**config.mk**
```make
export PLATFORM = sky130hd
export DESIGN_NAME = multicycle_ctrl
export DESIGN_NICKNAME = d
export VERILOG_FILES = /design/src/rtl/multicycle_ctrl_pkg.sv /design/src/rtl/multicycle_ctrl_req_timeout.sv /design/src/rtl/multicycle_ctrl.sv
export SDC_FILE = /design/constraint.sdc
export NUM_CORES = 1
export LEC_CHECK = 0
export CORE_ASPECT_RATIO = 0.75
export CORE_UTILIZATION = 25
export DETAILED_ROUTE_END_ITERATION = 16
export PLACE_DENSITY = 0.5
export RECOVER_POWER = 25
export SETUP_SLACK_MARGIN = 0.1
export SYNTH_ARGS = -nofsm -noshare
export SYNTH_HDL_FRONTEND = slang
export SYNTH_SLANG_ARGS = --single-unit
```
**constraint.sdc**
```tcl
create_clock -name clk -period 4.3 [get_ports clk]
set_input_delay 0.43 -clock clk [delete_from_list [all_inputs] [get_ports clk]]
set_output_delay 0.43 -clock clk [all_outputs]
set_load 0.01 [all_outputs]
```
**src/rtl/multicycle_ctrl_pkg.sv**
```systemverilog
// Shared types and constants for the multi-cycle sequencer: state encoding,
// memory command codes and small state-classification helpers.
package multicycle_ctrl_pkg;

    localparam int W_MEM_CMD = 2;

    localparam logic [W_MEM_CMD-1:0] MEM_NOP   = 2'd0;
    localparam logic [W_MEM_CMD-1:0] MEM_READ  = 2'd1;
    localparam logic [W_MEM_CMD-1:0] MEM_WRITE = 2'd2;

    typedef enum logic [2:0] {
        ST_IDLE   = 3'd0,
        ST_FETCH  = 3'd1,
        ST_DECODE = 3'd2,
        ST_EXEC   = 3'd3,
        ST_MEM    = 3'd4,
        ST_WB     = 3'd5,
        ST_HALT   = 3'd6,
        ST_FAULT  = 3'd7
    } state_e;

    // States that count toward cycle_cnt (an instruction is in flight).
    function automatic logic is_active(input state_e s);
        return (s == ST_FETCH) || (s == ST_DECODE) || (s == ST_EXEC) ||
               (s == ST_MEM)   || (s == ST_WB);
    endfunction

    // States that hold a request open while waiting for an ack.
    function automatic logic is_wait(input state_e s);
        return (s == ST_FETCH) || (s == ST_MEM);
    endfunction

endpackage

```
**src/rtl/multicycle_ctrl_req_timeout.sv**
```systemverilog
// Request timeout counter shared by the FETCH and MEM handshakes.
// Held at zero while no request is open, so it starts from zero on every
// entry to a waiting state. expire_o fires combinationally on the waiting
// cycle that would bring the count to TIMEOUT; TIMEOUT = 0 disables it.
module req_timeout #(
    parameter int TIMEOUT = 255,
    parameter int W_TO    = 8
) (
    input  logic clk,
    input  logic rst,
    input  logic load_i,
    input  logic inc_i,
    output logic expire_o
);

    localparam logic [W_TO-1:0] LIMIT = (TIMEOUT == 0) ? '0 : W_TO'(TIMEOUT - 1);

    logic [W_TO-1:0] cnt_q;

    assign expire_o = (TIMEOUT != 0) && inc_i && (cnt_q == LIMIT);

    // Clear while idle, count each cycle a request waits without an ack.
    always_ff @(posedge clk) begin
        if (rst) begin
            cnt_q <= '0;
        end else if (load_i) begin
            cnt_q <= '0;
        end else if (inc_i && !expire_o) begin
            cnt_q <= cnt_q + W_TO'(1);
        end else begin
            cnt_q <= cnt_q;
        end
    end

endmodule

```
**src/rtl/multicycle_ctrl.sv**
```systemverilog
// Multi-cycle sequencer: steps each instruction through FETCH, DECODE, EXEC,
// optional MEM and WB, runs the imem/dmem req/ack handshakes and gates the
// PC, IR and register-file writes. Halts on exit syscall, faults on a
// handshake timeout. All outputs are registered Moore outputs except ir_wen,
// which follows imem_ack in the fetch cycle so the IR captures the data beat.
module multicycle_ctrl
    import multicycle_ctrl_pkg::*;
#(
    parameter int TIMEOUT = 255,
    parameter int W_TO    = 8,
    parameter int W_CNT   = 32
) (
    input  logic                 clk,
    input  logic                 rst,
    input  logic                 run,
    output logic                 imem_req,
    input  logic                 imem_ack,
    output logic                 ir_wen,
    input  logic                 dec_reg_wen,
    input  logic [W_MEM_CMD-1:0] dec_mem_cmd,
    input  logic                 dec_halt,
    output logic                 dmem_req,
    output logic                 dmem_we,
    input  logic                 dmem_ack,
    output logic                 pc_wen,
    output logic                 rf_wen,
    output logic [2:0]           state,
    output logic                 halted,
    output logic                 fault,
    output logic [W_CNT-1:0]     cycle_cnt,
    output logic [W_CNT-1:0]     instr_cnt
);

    state_e           state_q, state_d;
    logic             imem_req_q, dmem_req_q, dmem_we_q;
    logic             pc_wen_q, rf_wen_q, halted_q, fault_q;
    logic [W_CNT-1:0] cycle_cnt_q, instr_cnt_q;

    logic wait_s;
    logic ack_s;
    logic expire_s;

    // An ack only counts in the state that owns the matching request.
    assign wait_s = is_wait(state_q);
    assign ack_s  = ((state_q == ST_FETCH) && imem_ack) ||
                    ((state_q == ST_MEM)   && dmem_ack);

    req_timeout #(
        .TIMEOUT (TIMEOUT),
        .W_TO    (W_TO)
    ) u_req_timeout (
        .clk      (clk),
        .rst      (rst),
        .load_i   (!wait_s),
        .inc_i    (wait_s && !ack_s),
        .expire_o (expire_s)
    );

    // Next-state selection; an ack on the expiry cycle takes priority.
    always_comb begin
        state_d = state_q;
        case (state_q)
            ST_IDLE:   if (run)      state_d = ST_FETCH;  else state_d = ST_IDLE;
            ST_FETCH: begin
                if (imem_ack)        state_d = ST_DECODE;
                else if (expire_s)   state_d = ST_FAULT;
                else                 state_d = ST_FETCH;
            end
            ST_DECODE: if (dec_halt) state_d = ST_HALT;   else state_d = ST_EXEC;
            ST_EXEC: begin
                if (dec_mem_cmd != MEM_NOP) state_d = ST_MEM;
                else                        state_d = ST_WB;
            end
            ST_MEM: begin
                if (dmem_ack)        state_d = ST_WB;
                else if (expire_s)   state_d = ST_FAULT;
                else                 state_d = ST_MEM;
            end
            ST_WB:     if (run)      state_d = ST_FETCH;  else state_d = ST_IDLE;
            ST_HALT:                 state_d = ST_HALT;
            ST_FAULT:                state_d = ST_FAULT;
            default:                 state_d = ST_FAULT;
        endcase
    end

    // State register, Moore outputs decoded from the next state, and counters.
    always_ff @(posedge clk) begin
        if (rst) begin
            state_q     <= ST_IDLE;
            imem_req_q  <= 1'b0;
            dmem_req_q  <= 1'b0;
            dmem_we_q   <= 1'b0;
            pc_wen_q    <= 1'b0;
            rf_wen_q    <= 1'b0;
            halted_q    <= 1'b0;
            fault_q     <= 1'b0;
            cycle_cnt_q <= '0;
            instr_cnt_q <= '0;
        end else begin
            state_q     <= state_d;
            imem_req_q  <= (state_d == ST_FETCH);
            dmem_req_q  <= (state_d == ST_MEM);
            dmem_we_q   <= (state_d == ST_MEM) && (dec_mem_cmd == MEM_WRITE);
            pc_wen_q    <= (state_d == ST_WB);
            rf_wen_q    <= (state_d == ST_WB) && dec_reg_wen;
            halted_q    <= (state_d == ST_HALT);
            fault_q     <= (state_d == ST_FAULT);
            cycle_cnt_q <= is_active(state_q) ? cycle_cnt_q + W_CNT'(1) : cycle_cnt_q;
            instr_cnt_q <= (state_q == ST_WB) ? instr_cnt_q + W_CNT'(1) : instr_cnt_q;
        end
    end

    assign imem_req  = imem_req_q;
    assign ir_wen    = imem_req_q && imem_ack;
    assign dmem_req  = dmem_req_q;
    assign dmem_we   = dmem_we_q;
    assign pc_wen    = pc_wen_q;
    assign rf_wen    = rf_wen_q;
    assign state     = state_q;
    assign halted    = halted_q;
    assign fault     = fault_q;
    assign cycle_cnt = cycle_cnt_q;
    assign instr_cnt = instr_cnt_q;

endmodule

```
==> impl_metrics.py <==
metrics = {
    "status": {
        "status": "finished clean",
    },
    "floorplan": {
        "core_um2": 14500,
        "rows": 38,
        "die_h_um": 108,
        "num_io_pins": 84,
        "die_w_um": 143,
        "die_area_um2": 15500,
        "start_util_pct": 25.7,
    },
    "worst_setup_path": {
        "r2r_slack_ns": 1.92,
        "crit_required_ns": 4.56,
        "crit_family": "simple AND/OR/NAND/NOR gates",
        "end_kind": "register",
        "critPathKind": "reg -> reg",
        "cp-startpoint": "state[0]$_SDFF_PP0_",
        "endpoint": "instr_cnt[31]$_SDFFE_PP0P_",
        "path_max_fanout": 17,
        "worstPathArrival_ns": 2.64,
        "cpMaxStageDelayCell": "dfxtp_1",
        "crit_chain": "nand3b_1 -> nor3_2 -> nand3_1 -> or3_1 -> a21oi_1",
        "crit_cells": 5,
        "r2r-start": "state[0]$_SDFF_PP0_",
        "cp-start-kind": "register",
        "crit_path_max_incr_delay_ns": 0.65,
        "rr_endpoint": "instr_cnt[31]$_SDFFE_PP0P_",
        "reg2reg_depth": 5,
        "path_buf_inv": 0,
    },
    "detailed_routing": {
        "top_layer": "met4",
        "drcViolationCount": 0,
        "drt_iter0_drc": 139,
        "m1WireLength_um": 4560,
        "drtAntennaViolNets": 0,
        "routedWlPerCell_um": 12.8,
        "wl_met2_um": 3940,
        "vias": 3205,
        "detail_route.first_pass.iterations": 4,
        "vias_per_cell": 4.50,
        "routed_wl_um": 9110,
        "dr_wl_met3_um": 478,
    },
    "yosys": {
        "synthAdderAreaFrac_pct": 1.34,
        "seq_area_frac_synth_pct": 43.9,
        "synth_compound_area_share_pct": 5.55,
        "synthMuxAreaShare_pct": 0,
        "yosysUniqueCellTypes": 50,
        "synth-xor-area-share_pct": 14.3,
        "synth_cells": 425,
        "async_flop_share_pct": 0,
        "synth_warnings": 0,
        "syn_avg_cell_area_um2": 8.81,
        "synth-main-ff-cell": "dfxtp_1",
        "synth_top_family_by_area": "simple AND/OR/NAND/NOR gates",
        "ys_ff_latch": 82,
        "synth_enable_flop_cells": 0,
        "synthSimpleGateAreaFrac_pct": 32.6,
        "netlist_area_um2": 3740,
        "syn_nets": 438,
    },
    "final_layout": {
        "antennaDiodeCount": 0,
        "area_delta_synth_final_pct": 34.7,
        "seq_area_um2": 1640,
        "layout_commonest_cell": "dfxtp_1",
        "drive_gt1_share_pct": 6.84,
        "layout_common_cells": "dfxtp_1 (82), nor2_1 (75), clkdlybuf4s50_1 (48)",
        "fillerInstances": 1551,
        "multi_input_area_um2": 2010,
        "num-nets-final": 520,
    },
    "timing": {
        "maxSlewHeadroom_pct": 50.8,
        "finClkSkew_ns": 0.00867,
        "post-route-period-util_pct": 55.4,
        "setup_violations": 0,
        "finalSetupTns_ns": 0,
        "hold_violations": 0,
        "worst_slew_pin_slew_ns": 0.735,
        "report.final.slew_viol_count": 0,
        "min_period_ns": 2.38,
        "rsz0062_at_grt": "false",
        "fmax_mhz": 420,
    },
    "pwr": {
        "swShare_pct": 24.3,
        "p_comb_share_pct": 7.1,
        "pwr-share-seq_pct": 48.7,
        "power_leakage_uw": 0.00185,
        "power_uw": 1630,
        "ir_worst_vdd_mv": 0.153,
        "powerDensity_nw_per_um2": 322,
        "p_clk_share_pct": 44.2,
        "p_int_uw": 1230,
        "p_switching_uw": 395,
    },
    "clock_network": {
        "ctsResizeCount": 0,
        "cts_buffers": 9,
        "post_cts_buffers": 0,
        "clk_path_buf_depth": 2,
        "path_clk_slew_ns": 0.06,
        "ctsHoldBuffers": 0,
        "cts_tree": "done",
        "clkSinkCount": 82,
        "cts_root_buffer": "clkbuf_16",
        "ctsHtreeMaxLevel": 3,
        "clock_latency_ns": 0.34,
    },
    "grt": {
        "grt_pass1_vias": 3210,
        "grt_pass1_wl_um": 15600,
        "grt-ovfl-total": 0,
        "antenna_found_initial": 0,
        "grt_max_degree": 38,
        "grt_usage_pct": 12.8,
    },
    "flow_run": {
        "max_cap_violations": 0,
    },
    "worst_hold_path": {
        "hp-class": "reg -> reg",
    },
    "placement": {
        "place.gp.congestion": 0.776,
        "io_buffer_count": 83,
        "dp_hpwl_um": 6490,
    },
}
## per-stage QoR
stage	util, %	instance area (um2)	instances	hold slack [ns]	worst slack [ns]
final	34.7	5040	712	0.497	1.92
after global routing	34.7	5040	712	0.519	1.66
after CTS	34.7	5050	712	0.497	1.90
after detailed placement	32.8	4770	696	0.487	1.92
after global placement	32.8	4770	696	0.486	2.02
after floorplan	-	3740	425	0.484	2.53
## synth_stat cells, drive strengths merged (5+ instances only)
cell	instances	area share, %
nor2b	5	0.84
inv	6	0.60
nor4	6	1.2
nand3	27	3.7
and2	5	0.84
nand2	27	2.7
xor2	45	11
xnor2	16	3.7
a21oi	11	1.5
and3	13	2.2
nand4	31	5.5
clkbuf	9	0.90
or3	8	1.3
o21ai	9	1.2
dfxtp	82	44
nor2	75	7.5
nor3	11	2.6
buf	6	0.94
## layer usage
layer	vias to the layer above	GRT usage, %
li1	1637	-
met1	1499	16.7
met2	58	19.4
met3	11	4.21
met4	0	5.24
met5	-	0
## registers in the layout, indices dropped and copies added (netlist names)
register	flops
cycle_cnt	32
dmem_req	1
dmem_we	1
fault	1
halted	1
imem_req	1
instr_cnt	32
pc_wen	1
rf_wen	1
state	3
u_req_timeout.cnt_q	8
## layout make-up
type / instances / share of cell area [%]
Clock buffer: 12 / 4.89
Clock inverter: 4 / 0.521
Inverter: 6 / 0.447
Multi-Input combinational cell: 322 / 39.8
Sequential cell: 82 / 32.6
Tap cell: 200 / 4.96
Timing Repair Buffer: 86 / 16.8
## worst min path at each step
stage / startpoint / endpoint / depth (start not counted)
global placement: cycle_cnt[1]$_SDFFE_PP0P_ / cycle_cnt[1]$_SDFFE_PP0P_ / 2
CTS: cycle_cnt[31]$_SDFFE_PP0P_ / cycle_cnt[31]$_SDFFE_PP0P_ / 2
floorplan: u_req_timeout.cnt_q[7]$_SDFFE_PP0P_ / u_req_timeout.cnt_q[7]$_SDFFE_PP0P_ / 2
finish: cycle_cnt[31]$_SDFFE_PP0P_ / cycle_cnt[31]$_SDFFE_PP0P_ / 2
global route: cycle_cnt[31]$_SDFFE_PP0P_ / cycle_cnt[31]$_SDFFE_PP0P_ / 2
detailed placement: cycle_cnt[31]$_SDFFE_PP0P_ / cycle_cnt[31]$_SDFFE_PP0P_ / 2
## logic make-up after synthesis
family / count (synthesis)
AOI/OAI and AO/OA: 32
xor gates and xnor gates: 61
adders and majority gates: 4
buffers and inverters: 21
DFF: 82
and+or+nand+nor: 225
## tightest hold or removal path: stages (launching register included)
cell	delay, ns
dfxtp_1	0.32
o21ai_0	0.07
a21oi_1	0.06
## power groups by stage
stage               combinational [uW]  clock, uW  sequential, uW
finish                             115        718             792
global route                       127        781             795
CTS                                117        749             792
detailed placement                 117          0             809
global placement                   115          0             807
floorplan                         75.7          0             803
Note: power is estimated with default switching activity, not from simulation.
